==> src/rtl/qam_pkg.sv <==
// Shared widths and level encoding for the QAM I/Q mixer.
// The level check is the single definition of which I/Q codes the mixer accepts.
package qam_pkg;
  localparam int WAVE_W   = 10;
  localparam int LEVEL_W  = 3;
  localparam int OUT_W    = 13;
  localparam int CNT_W    = 16;
  localparam int WAVE_MID = 512;

  localparam logic [LEVEL_W-1:0] LVL_P3 = 3'b011;
  localparam logic [LEVEL_W-1:0] LVL_P1 = 3'b001;
  localparam logic [LEVEL_W-1:0] LVL_M1 = 3'b111;
  localparam logic [LEVEL_W-1:0] LVL_M3 = 3'b101;

  function automatic logic is_legal_level(input logic [LEVEL_W-1:0] l);
    return (l == LVL_P3) || (l == LVL_P1) || (l == LVL_M1) || (l == LVL_M3);
  endfunction
endpackage

==> src/rtl/qam_branch_mult.sv <==
// One mixer branch: offset-binary carrier to signed (S1), level * carrier product (S2).
module qam_branch_mult
  import qam_pkg::*;
#(
  parameter int WW = qam_pkg::WAVE_W,
  parameter int LW = qam_pkg::LEVEL_W,
  parameter int PW = WW + LW - 1
) (
  input  logic          clk,
  input  logic          rst,
  input  logic [LW-1:0] i_lvl,
  input  logic [WW-1:0] i_wave,
  output logic [PW-1:0] o_prod
);
  logic signed [WW-1:0] r_c;
  logic signed [LW-1:0] r_lvl;
  logic signed [PW-1:0] r_prod;
  logic signed [PW-1:0] w_prod;

  // |lvl| <= 3 and |c| <= 512, so the product always fits in PW bits
  assign w_prod = PW'(r_lvl) * PW'(r_c);
  assign o_prod = r_prod;

  always_ff @(posedge clk or negedge rst) begin
    if (!rst) begin
      r_c    <= '0;
      r_lvl  <= '0;
      r_prod <= '0;
    end else begin
      r_c    <= i_wave ^ WW'(WAVE_MID);
      r_lvl  <= i_lvl;
      r_prod <= w_prod;
    end
  end
endmodule

==> src/rtl/qam_iq_mixer.sv <==
// QAM I/Q mixer: mod_out = I*cos - Q*sin over a 3-stage pipeline, with strobed
// level capture, sticky illegal-level flag and accepted-symbol counter.
module qam_iq_mixer
  import qam_pkg::*;
#(
  parameter int WAVE_W  = qam_pkg::WAVE_W,
  parameter int LEVEL_W = qam_pkg::LEVEL_W,
  parameter int OUT_W   = qam_pkg::OUT_W,
  parameter int CNT_W   = qam_pkg::CNT_W
) (
  input  logic               clk,
  input  logic               rst,
  input  logic               en,
  input  logic               sym_stb,
  input  logic               err_clr,
  input  logic [LEVEL_W-1:0] Siga,
  input  logic [LEVEL_W-1:0] Sigb,
  input  logic [WAVE_W-1:0]  SinWave,
  input  logic [WAVE_W-1:0]  CosWave,
  output logic [OUT_W-1:0]   mod_out,
  output logic [OUT_W-1:0]   mod_dac,
  output logic               out_valid,
  output logic               level_err,
  output logic [CNT_W-1:0]   sym_cnt
);
  localparam int PW = WAVE_W + LEVEL_W - 1;

  logic [LEVEL_W-1:0]      r_lvl_a, r_lvl_b;
  logic                    r_err;
  logic [CNT_W-1:0]        r_cnt;
  logic [2:0]              r_vld_pipe;
  logic signed [OUT_W-1:0] r_mod;
  logic                    w_cap, w_ok_a, w_ok_b;
  logic signed [PW-1:0]    w_pa, w_pb;

  assign w_cap  = en & sym_stb;
  assign w_ok_a = is_legal_level(Siga);
  assign w_ok_b = is_legal_level(Sigb);

  qam_branch_mult #(.WW(WAVE_W), .LW(LEVEL_W), .PW(PW)) u_i_branch (
    .clk(clk), .rst(rst), .i_lvl(r_lvl_a), .i_wave(CosWave), .o_prod(w_pa)
  );
  qam_branch_mult #(.WW(WAVE_W), .LW(LEVEL_W), .PW(PW)) u_q_branch (
    .clk(clk), .rst(rst), .i_lvl(r_lvl_b), .i_wave(SinWave), .o_prod(w_pb)
  );

  always_ff @(posedge clk or negedge rst) begin
    if (!rst) begin
      r_lvl_a    <= '0;
      r_lvl_b    <= '0;
      r_err      <= 1'b0;
      r_cnt      <= '0;
      r_vld_pipe <= '0;
      r_mod      <= '0;
    end else begin
      r_vld_pipe <= {r_vld_pipe[1:0], en};
      r_mod      <= OUT_W'(w_pa) - OUT_W'(w_pb);
      if (w_cap) begin
        r_lvl_a <= w_ok_a ? Siga : '0;
        r_lvl_b <= w_ok_b ? Sigb : '0;
        r_cnt   <= r_cnt + CNT_W'(1);
      end
      // a fresh illegal capture beats a concurrent clear
      if (w_cap && !(w_ok_a && w_ok_b)) r_err <= 1'b1;
      else if (err_clr)                 r_err <= 1'b0;
    end
  end

  assign mod_out   = r_mod;
  assign mod_dac   = {~r_mod[OUT_W-1], r_mod[OUT_W-2:0]};
  assign out_valid = r_vld_pipe[2];
  assign level_err = r_err;
  assign sym_cnt   = r_cnt;
endmodule

==> config.mk <==
export PLATFORM = sky130hd
export DESIGN_NAME = qam_iq_mixer
export DESIGN_NICKNAME = d
export VERILOG_FILES = /design/src/rtl/qam_pkg.sv /design/src/rtl/qam_branch_mult.sv /design/src/rtl/qam_iq_mixer.sv
export SDC_FILE = /design/constraint.sdc
export NUM_CORES = 1
export LEC_CHECK = 0
export ABC_AREA = 1
export CAP_MARGIN = 10
export CELL_PAD_IN_SITES_DETAIL_PLACEMENT = 0
export CELL_PAD_IN_SITES_GLOBAL_PLACEMENT = 2
export CORE_UTILIZATION = 34
export CTS_BUF_LIST = sky130_fd_sc_hd__clkbuf_8
export CTS_CLUSTER_DIAMETER = 150
export DETAILED_ROUTE_END_ITERATION = 7
export PLACE_DENSITY = 0.91
export SETUP_SLACK_MARGIN = 0.15
export SLEW_MARGIN = 0
export SYNTH_ARGS = -nofsm -noshare
export SYNTH_HDL_FRONTEND = slang
export SYNTH_SLANG_ARGS = --single-unit
export TNS_END_PERCENT = 20
==> constraint.sdc <==
create_clock -name clk -period 3.7 [get_ports clk]
set_input_delay 1.11 -clock clk [delete_from_list [all_inputs] [get_ports clk]]
set_output_delay 1.11 -clock clk [all_outputs]
set_load 0.1 [all_outputs]
==> flow_results.org <==
** Outcome
- Result of the run :: finished clean

** GRT
- The first global-routing pass estimated 18.48 mm of wire.
- The number of global-route vias before repair is 3987.
- Maximum number of pins on one net before global-route repair :: 70
- Total gr overflow :: 0
- Antenna violations before repair :: 0
- In the global route stage, overall resource usage came out at 13.90%.

** Finish
- Antenna diodes :: 0
- Summed area of non-filler cells in the final layout :: 6506 sq um
- The layout has 1569 filler cells.
- In the final design database the tool counted 826 nets.
- The area growth from synthesis to layout is 18.07%.
- Area occupied by multi-input gates :: 2639 sq um
- Leading cell type in the layout, fill and taps excluded :: nand2_1
- The top cell types in the final layout, fill and taps aside, are nand2_1 (205), inv_1 (135), dfrtp_1 (89), ha_1 (47), buf_4 (45).
- Across the whole layout, storage elements account for 2227 sq um.
- Cells with a size suffix above 1 make up 11.10% of the layout.

** Clocking
- Counting along the longest clock path gives a buffer depth of 2.
- Buffers inserted during post-CTS setup optimization :: 0
- Counting every sink on the clock net gives 89.
- Buffers inserted during clock tree synthesis total 9.
- Level count of the clock H-tree :: 3
- TritonCTS built the clock tree.
- Clk Latency, worst-skew pair :: 370 ps
- Post-CTS repair changed the size of 0 cells.
- CTS Hold Bufs :: 0
- Clock transition at the registers of the reported paths :: 90 ps
- In this run the clock root is driven by a clkbuf_8.

** Timing
- Setup violations remaining at the end of the flow were counted as 0.
- Fin. max-slew vios :: 0
- Setup repair after global routing missed its margin :: no
- The final hold violation count is 0.
- The clock arrives with 10.62 ps of skew.
- Clock period minus final worst setup slack :: 2827 ps
- In this run the tightest slew margin relative to its limit is 75.31%.
- At the pin with the least slew margin, the transition time is 370.3 ps.
- After layout, the worst path uses 76.41% of the clock period.
- Upper clock frequency limit :: 353.7 MHz
- Post-route worst hold slack :: 362.1 ps
- Setup total negative slack on the finished layout was measured at 0 ps.

** Critical path
- Broken down by cell family, the worst path's largest delay share belongs to adder cells.
- The critical path is of the reg -> reg type.
- Number of cells on the worst reg-to-reg path :: 14
- Slowest cell on the critical path :: fa_1
- Crit path launch type :: register
- The signal on the critical path passes through inv_2, or2_2, fa_1, inv_1, fa_1, ha_1, inv_1, fa_1, o21ai_1, nand2_1, nand2_1, inv_1, nand2_1, nand2_1.
- In this design, the stage delay of the slowest critical-path cell is 470 ps.
- Critical path fanouts, max :: 10
- Critical Path AT :: 3090 ps
- STA classifies the critical path endpoint as a register.
- For the worst setup path, the data required time is 3960 ps.
- Together, buffers and inverters on the worst path number 4.
- The cell that appears most often on the critical path is nand2_1.
- Stages on worst setup path :: 14

** Place
- The congestion estimate from routability-driven global placement came to 0.8272.
- Input and output buffers added on the ports amount to 74.
- Placed wire-length estimate :: 8.427 mm
- After detailed placement, the total cell area comes to 6302 sq um.

** Power and ir drop
- The clock network burns 15.2% of the power.
- In this run switching power makes up 53.66% of total power.
- Sequential cells burn 28.2% of the power.
- Net switching power :: 2.474 mW
- In this run the power density over the cells is 708.7 nW/um^2.
- Across the VDD grid, the largest voltage drop is 0.5006 mV.
- Comb pwr share :: 56.6%
- LEAKAGE :: 3.781 nW
- Internal cell power :: 2.137 mW

** Die
- Initial standard-cell utilization of the core :: 34.81%
- DIE HEIGHT :: 129.3 um
- In this run the horizontal extent of the chip is 129.3 um.
- Total Die Area :: 16720 sq um
- During I/O placement, the number of pins put on the boundary was 75.
- Row count :: 46
- The core region is 15830 sq um.

** Routing
- After the first detailed-routing iteration, the DRC count stood at 154.
- Remaining design rule violation count :: 0
- Total via count in the routed design :: 4036
- Wire length after detailed routing :: 10.51 mm
- First-pass iteration count of the detailed router :: 4
- Vias per inst :: 4.266
- After detailed routing, the average wire length per cell comes to 11.11 um.
- Once detail routing completed, the nets flagged for antenna violations numbered 0.

** Synthesis
- Syn nets :: 758
- Synthesis produced a netlist whose cell count is 657.
- For this run, the register share of the synthesized area comes to 40.42%.
- Yosys printed 0 warnings.
- After synthesis the netlist holds a flip-flop and latch count of 89.
- Count of different cell masters after synthesis :: 30
- Summing every instance area after synthesis gives 5510 sq um.
- Averaged over all synthesized cells, the footprint is 8.387 sq um.

** Hold path
- Along the worst hold path, the cell count comes to 0.
- In this run the worst hold path is classified as reg -> reg.

** Flow run
- Number of max-cap violations :: 0
-- synthesized netlist by cell type (all sizes together) --
library cell | count | area share (%)
a21o | 1 | 0.14
a21oi | 12 | 1.1
buf | 16 | 2.2
clkbuf | 2 | 0.14
dfrtp | 89 | 40
fa | 23 | 8.4
ha | 47 | 11
inv | 138 | 9.4
nand2 | 208 | 14
nand3 | 34 | 3.3
nand3b | 2 | 0.27
nand4 | 8 | 0.91
nor2 | 31 | 2.7
nor3 | 3 | 0.27
o21ai | 8 | 0.73
o21bai | 4 | 0.54
or2 | 9 | 1.0
xnor2 | 8 | 1.3
xor2 | 14 | 2.2
-- worst paths after layout --
| check | startpoint | to | slack, ps |
|---|---|---|---|
| max in group asynchronous | rst | u_q_branch.r_lvl[2]$_DFF_PN0_ | 2440 |
| min in group asynchronous | rst | mod_out[3]$_DFF_PN0_ | 620 |
| min | r_vld_pipe[1]$_DFF_PN0_ | r_vld_pipe[2]$_DFF_PN0_ | 360 |
| max reg2reg | u_i_branch.r_lvl[2]$_DFF_PN0_ | u_i_branch.o_prod[11]$_DFF_PN0_ | 870 |
| min reg2reg | r_vld_pipe[1]$_DFF_PN0_ | r_vld_pipe[2]$_DFF_PN0_ | 360 |
| max | u_i_branch.r_lvl[2]$_DFF_PN0_ | u_i_branch.o_prod[11]$_DFF_PN0_ | 870 |
-- state kept, by name (all words and copies together) (netlist names) --
name and cells:
u_q_branch.r_lvl 3, u_i_branch.o_prod 12, r_lvl_b 3, r_vld_pipe 3, u_q_branch.o_prod 12, u_q_branch.r_c 10
r_lvl_a 3, u_i_branch.r_c 10, mod_out 13, level_err 1, u_i_branch.r_lvl 3, sym_cnt 16
-- kinds of logic after synthesis --
kind of cell | count (synthesis) | share of synthesized area [%]
xor+xnor | 22 | 3.497
simple gates | 295 | 22.87
fa+ha+maj | 70 | 19.03
compound gates | 25 | 2.498
flops | 89 | 40.42
buf+inv | 156 | 11.69
-- power by group through the flow --
stage | registers [mW] | logic [mW] | clock network (mW)
floorplan | 2.00 | 1.45 | 0
global placement | 1.32 | 2.62 | 0
detailed placement | 1.32 | 2.62 | 0
CTS | 1.31 | 2.63 | 0.734
global route | 1.33 | 2.83 | 0.763
finish | 1.30 | 2.61 | 0.699
-- per-stage QoR --
step                setup slack [ps]  utilization [%]  total power, mW  std cells
finish                         872.9            41.11            4.611        946
global route                   579.3            41.11            4.919        946
CTS                            837.3            41.11            4.672        946
detailed placement             843.0            39.82            3.949        930
global placement               908.4            39.82            3.934        930
floorplan                      976.2                -            3.448        657
-- per-layer routing --
metal | global-route usage (%) | up-vias | routed length (um)
li1 | - | 2093 | -
met1 | 18.34 | 1828 | 5087
met2 | 22.14 | 100 | 4668
met3 | 2.766 | 15 | 492
met4 | 6.090 | 0 | 260
met5 | 0 | - | 0
-- worst register-to-register path, cell delays in order, from the launching register on --
cell	delay (ps)
dfrtp_1	390
inv_2	100
or2_2	300
fa_1	470
inv_1	90
fa_1	180
ha_1	160
inv_1	50
fa_1	410
o21ai_1	280
nand2_1	90
nand2_1	90
inv_1	40
nand2_1	50
nand2_1	40
-- area by class of cell --
| cell class | instances | area share, % |
|---|---|---|
| Inverter | 138 | 7.962 |
| Tap cell | 216 | 4.154 |
| Multi-Input combinational cell | 412 | 40.56 |
| Timing Repair Buffer | 75 | 9.962 |
| Clock inverter | 6 | 1.019 |
| Sequential cell | 89 | 34.23 |
| Clock buffer | 10 | 2.115 |
Power figures use the tool's default switching activity.
